`config.mk`:
```
export PLATFORM = sky130hd
export DESIGN_NAME = irq_latch_arbiter
export DESIGN_NICKNAME = d
export VERILOG_FILES = /design/src/rtl/irq_latch_arbiter_pkg.sv /design/src/rtl/irq_latch_arbiter_sync_edge_detect.sv /design/src/rtl/irq_latch_arbiter.sv
export SDC_FILE = /design/constraint.sdc
export NUM_CORES = 1
export LEC_CHECK = 0
export CAP_MARGIN = 10
export CORE_MARGIN = 3
export CORE_UTILIZATION = 41
export DETAILED_ROUTE_END_ITERATION = 10
export PLACE_DENSITY = 0.67
export SETUP_SLACK_MARGIN = 0.3
export SYNTH_ARGS = -nofsm -noshare
export SYNTH_HDL_FRONTEND = slang
export SYNTH_SLANG_ARGS = --single-unit
export TNS_END_PERCENT = 30
```
`constraint.sdc`:
```
create_clock -name clk -period 1.74 [get_ports clk]
set_input_delay 0.261 -clock clk [delete_from_list [all_inputs] [get_ports clk]]
set_output_delay 0.261 -clock clk [all_outputs]
set_load 0.02 [all_outputs]
```
`src/rtl/irq_latch_arbiter_pkg.sv`:
```
// Shared types and default sizing for the interrupt latch/arbiter.
package irq_pkg;

    typedef enum logic [1:0] {
        IDLE    = 2'd0,
        REQ     = 2'd1,
        SERVICE = 2'd2
    } irq_state_t;

    localparam int unsigned N_SRC_DEF       = 3;
    localparam int unsigned SYNC_STAGES_DEF = 2;

endpackage

```
`src/rtl/irq_latch_arbiter_sync_edge_detect.sv`:
```
// One-bit synchroniser followed by a registered rising-edge pulse.
module sync_edge_detect #(
    parameter int unsigned SYNC_STAGES = 2
) (
    input  logic clk,
    input  logic rst,
    input  logic i_d,
    output logic o_edge
);

    logic [SYNC_STAGES-1:0] r_sync;
    logic                   r_prev;

    // The pulse is registered, adding one cycle after the last sync stage.
    always_ff @(posedge clk or posedge rst) begin
        if (rst) begin
            r_sync <= '0;
            r_prev <= 1'b0;
            o_edge <= 1'b0;
        end else begin
            r_sync <= {r_sync[SYNC_STAGES-2:0], i_d};
            r_prev <= r_sync[SYNC_STAGES-1];
            o_edge <= r_sync[SYNC_STAGES-1] & ~r_prev;
        end
    end

endmodule

```
`src/rtl/irq_latch_arbiter.sv`:
```
// Latches interrupt edges as sticky pending bits, picks the highest unmasked
// index and runs a req/ack/eoi handshake with one interrupt in service.
module irq_latch_arbiter
    import irq_pkg::*;
#(
    parameter  int unsigned N_SRC       = N_SRC_DEF,
    parameter  int unsigned SYNC_STAGES = SYNC_STAGES_DEF,
    localparam int unsigned ID_W        = $clog2(N_SRC)
) (
    input  logic             clk,
    input  logic             rst,
    input  logic [N_SRC-1:0] irq_src,
    input  logic [N_SRC-1:0] irq_mask,
    input  logic             irq_ack,
    input  logic             irq_eoi,
    output logic             irq_req,
    output logic [ID_W-1:0]  irq_id,
    output logic [N_SRC-1:0] irq_pending,
    output logic             irq_busy
);

    irq_state_t       r_state;
    logic             r_req;
    logic [ID_W-1:0]  r_id;
    logic             r_busy;
    logic [N_SRC-1:0] r_pending;

    irq_state_t       w_state_next;
    logic             w_req_next;
    logic [ID_W-1:0]  w_id_next;
    logic             w_busy_next;
    logic [N_SRC-1:0] w_clr;
    logic [N_SRC-1:0] w_edge;
    logic [N_SRC-1:0] w_cand;
    logic [N_SRC-1:0] w_id_onehot;
    logic [ID_W-1:0]  w_win;
    logic             w_any;
    logic             w_cur_cand;

    for (genvar g = 0; g < N_SRC; g++) begin : g_src
        sync_edge_detect #(
            .SYNC_STAGES(SYNC_STAGES)
        ) u_sync (
            .clk    (clk),
            .rst    (rst),
            .i_d    (irq_src[g]),
            .o_edge (w_edge[g])
        );
    end

    assign w_cand = r_pending & ~irq_mask;
    assign w_any  = |w_cand;

    // Ascending scan so the highest set index is the last to write.
    always_comb begin
        w_win = '0;
        for (int unsigned i = 0; i < N_SRC; i++) begin
            if (w_cand[i]) begin
                w_win = ID_W'(i);
            end
        end
    end

    always_comb begin
        w_id_onehot = '0;
        for (int unsigned i = 0; i < N_SRC; i++) begin
            w_id_onehot[i] = (r_id == ID_W'(i));
        end
    end

    assign w_cur_cand = |(w_cand & w_id_onehot);

    always_comb begin
        w_state_next = r_state;
        w_req_next   = r_req;
        w_id_next    = r_id;
        w_busy_next  = r_busy;
        w_clr        = '0;
        case (r_state)
            IDLE: begin
                if (w_any) begin
                    w_id_next    = w_win;
                    w_req_next   = 1'b1;
                    w_state_next = REQ;
                end
            end
            REQ: begin
                // Ack wins over a same-cycle mask; no preemption while requesting.
                if (irq_ack) begin
                    w_clr        = w_id_onehot;
                    w_req_next   = 1'b0;
                    w_busy_next  = 1'b1;
                    w_state_next = SERVICE;
                end else if (!w_cur_cand) begin
                    w_req_next   = 1'b0;
                    w_state_next = IDLE;
                end
            end
            SERVICE: begin
                if (irq_eoi) begin
                    w_busy_next  = 1'b0;
                    w_state_next = IDLE;
                end
            end
            default: begin
                w_req_next   = 1'b0;
                w_busy_next  = 1'b0;
                w_state_next = IDLE;
            end
        endcase
    end

    // A new edge on a bit being cleared keeps it pending.
    always_ff @(posedge clk or posedge rst) begin
        if (rst) begin
            r_state   <= IDLE;
            r_req     <= 1'b0;
            r_id      <= '0;
            r_busy    <= 1'b0;
            r_pending <= '0;
        end else begin
            r_state   <= w_state_next;
            r_req     <= w_req_next;
            r_id      <= w_id_next;
            r_busy    <= w_busy_next;
            r_pending <= (r_pending & ~w_clr) | w_edge;
        end
    end

    assign irq_req     = r_req;
    assign irq_id      = r_id;
    assign irq_pending = r_pending;
    assign irq_busy    = r_busy;

endmodule

```
==> impl_metrics.yaml <==
layout:
  finish.utilization: 0.6064
  final_area_um2: 977.2
  drive_above_1_share: 0.06579
  final_net_count: 87
  area_growth_pct: 30.17
  fillers: 142
  n_antenna_cell: 0
floorplanning:
  fp.dieH_um: 48.79
  die_w_um: 48.79
  dieArea_um2: 2380
  core_um2: 1612
  initial_utilization: 0.4658
  ioPinCount: 17
  num_rows: 14
synthesis:
  synth_area_um2: 750.7
  yosys_warnings: 0
  synth_cell_types: 19
  ys_seq_elements: 21
  synth.yosys.seq_area_share: 0.7000
  syn_nets: 65
  syn-instance-count: 55
  synth.avg_cell_area_um2: 13.65
critical_path:
  reg2reg_from: "r_state[1]"
  endpoint_kind: "primary output"
  path_delay_family: "buffers and inverters"
  cp_cell_sequence: "clkdlybuf4s50_1"
  crit_path_start_kind: "flop"
  worstSetupPathType: "reg -> out"
  setup.worst_path.start: "irq_pending[2]"
  cp.arrival_ns: 1.28
  critPathBufInv: 1
  cp.required_ns: 1.48
  path_max_fanout: 4
  critPathMaxStageDelay_ns: 0.61
  slowest_stage: "clkdlybuf4s50_1"
global_routing:
  grt_pass1_vias: 455
  grt_max_degree: 22
  grt_remaining_overflow: 0
  antenna_found_initial: 0
  grt_use_total: 0.1131
  grt_pass1_wl_um: 2056
run:
  cap_violations: 0
min_path:
  hold_class: "in -> async"
drt:
  avgRoutedWirePerCell_um: 11.31
  drt.antenna.violating_nets: 0
  drc: 0
  vias: 478
  dr.pass1.iters: 3
  drt_iter0_drc: 3
  vias_per_cell: 4.780
  wirelength_um: 1131
timing:
  period_needed_ns: 1.544
  slew_headroom: 0.7183
  hold_viol: 0
  setup_ws_ns: 0.1962
  finClkSkew_ns: 0.001303
  finalSetupTns_ns: 0
  rsz0062_at_grt: "true"
  post-route-period-util: 0.8873
  worst_pin_slew_ns: 0.4189
  setup_violations: 0
  slew_violations: 0
  max_freq_ghz: 0.6477
clocking:
  cts_buffers: 3
  clockRootBuffer: "clkbuf_4"
  cts_setup_buffers: 0
  clk_latency_ns: 0.29
  clkSinkCount: 21
  cts_resized: 2
  cts_buffer_depth: 2
  htreeDepth: 1
  postCtsHoldBufs: 0
  clk_pin_slew_worst_paths_ns: 0.10
  tritoncts: "built"
power:
  irDropWorstVdd_mv: 0.8325
  p_leak_nw: 0.4238
  p_per_area_nw_per_um2: 1452
placement:
  place_ws_ns: 0.1543
  hpwl_um: 861.6
  io_buffers: 16
  place_congestion: 0.6882
  dpl_cell_area_um2: 948.4
outcome:
  status: "finished, final reports clean"
metrics by stage:
step,instances,hold WS [ns],power (mW)
after CTS,100,0.2787,1.449
after floorplan,55,0.2375,1.005
final,100,0.2821,1.419
after global placement,96,0.3345,1.231
after detailed placement,96,0.3420,1.241
after global routing,100,0.2948,1.528
layout make-up:
class                      instances  area [um2]  area share
clock buffer                       4       26.28     0.02689
inverter                           2       7.507    0.007682
multi-input combinational         32       217.7      0.2228
sequential                        21       525.5      0.5378
tap                               24       30.03     0.03073
timing repair buffer              17       170.2      0.1741
path summary, 6_finish.rpt:
| path | to | slack (ns) | depth (start not counted) |
|---|---|---|---|
| min in group clk | g_src[2].u_sync.r_sync[1] | 0.36 | 0 |
| min | g_src[1].u_sync.r_prev | 0.28 | 3 |
| max in group asynchronous | irq_req | 1.26 | 3 |
| max reg2reg | irq_pending[1] | 0.41 | 3 |
| max | irq_pending[2] | 0.20 | 1 |
| min reg2reg | g_src[2].u_sync.r_sync[1] | 0.36 | 0 |
cells by family after synthesis:
| logic type | after synthesis | synth area share |
|---|---|---|
| compound gates | 12 | 0.1100 |
| simple gates | 20 | 0.1800 |
| buf+inv | 2 | 0.01000 |
| flops | 21 | 0.7000 |
where the power goes:
part	internal, mW	switching (mW)
sequential	0.597	0.113
clock	0.0890	0.128
combinational	0.254	0.237
flip-flops by register name, indices dropped and copies added, names as in the netlist:
| register | count |
|---|---|
| g_src.u_sync.r_sync | 6 |
| g_src.u_sync.o_edge | 3 |
| irq_pending | 3 |
| irq_req | 1 |
| r_state | 2 |
| g_src.u_sync.r_prev | 3 |
| irq_busy | 1 |
| irq_id | 2 |
cell usage after synthesis (all sizes together):
master,instances,share of area
nand2,3,0.015
or3b,2,0.023
o31ai,3,0.030
nand3b,1,0.015
inv,2,0.010
dfrtp,21,0.70
a21oi,1,0.0067
a22o,1,0.012
nor4b,1,0.012
nor2b,6,0.050
nand2b,1,0.0083
o21ai,3,0.020
a22oi,1,0.010
nor4bb,2,0.027
o2bb2ai,1,0.012
nor2,2,0.010
or2b,1,0.010
a21o,2,0.020
nor3b,1,0.010
placed cells by master, fill, tap and decap left out, types with 2 or more instances in the layout:
master / n
dfrtp_1: 21
clkdlybuf4s50_1: 12
nor2b_1: 6
o31ai_1: 3
o21ai_0: 3
nand2_1: 3
clkbuf_4: 3
nor2_1: 2
inv_1: 2
nor4bb_1: 2
or3b_1: 2
a21o_1: 2
dlygate4sd2_1: 2
dlymetal6s2s_1: 2
layer usage:
layer  GRT usage  part of all wire  wire (um)  vias up
li1            -                 -          -      233
met5           0                 0          0        -
met4     0.07109             0.011         12        0
met1      0.1563              0.48        538      230
met3     0.02752             0.063         71        2
met2      0.1584              0.45        508       13
Power figures use the tool's default switching activity.
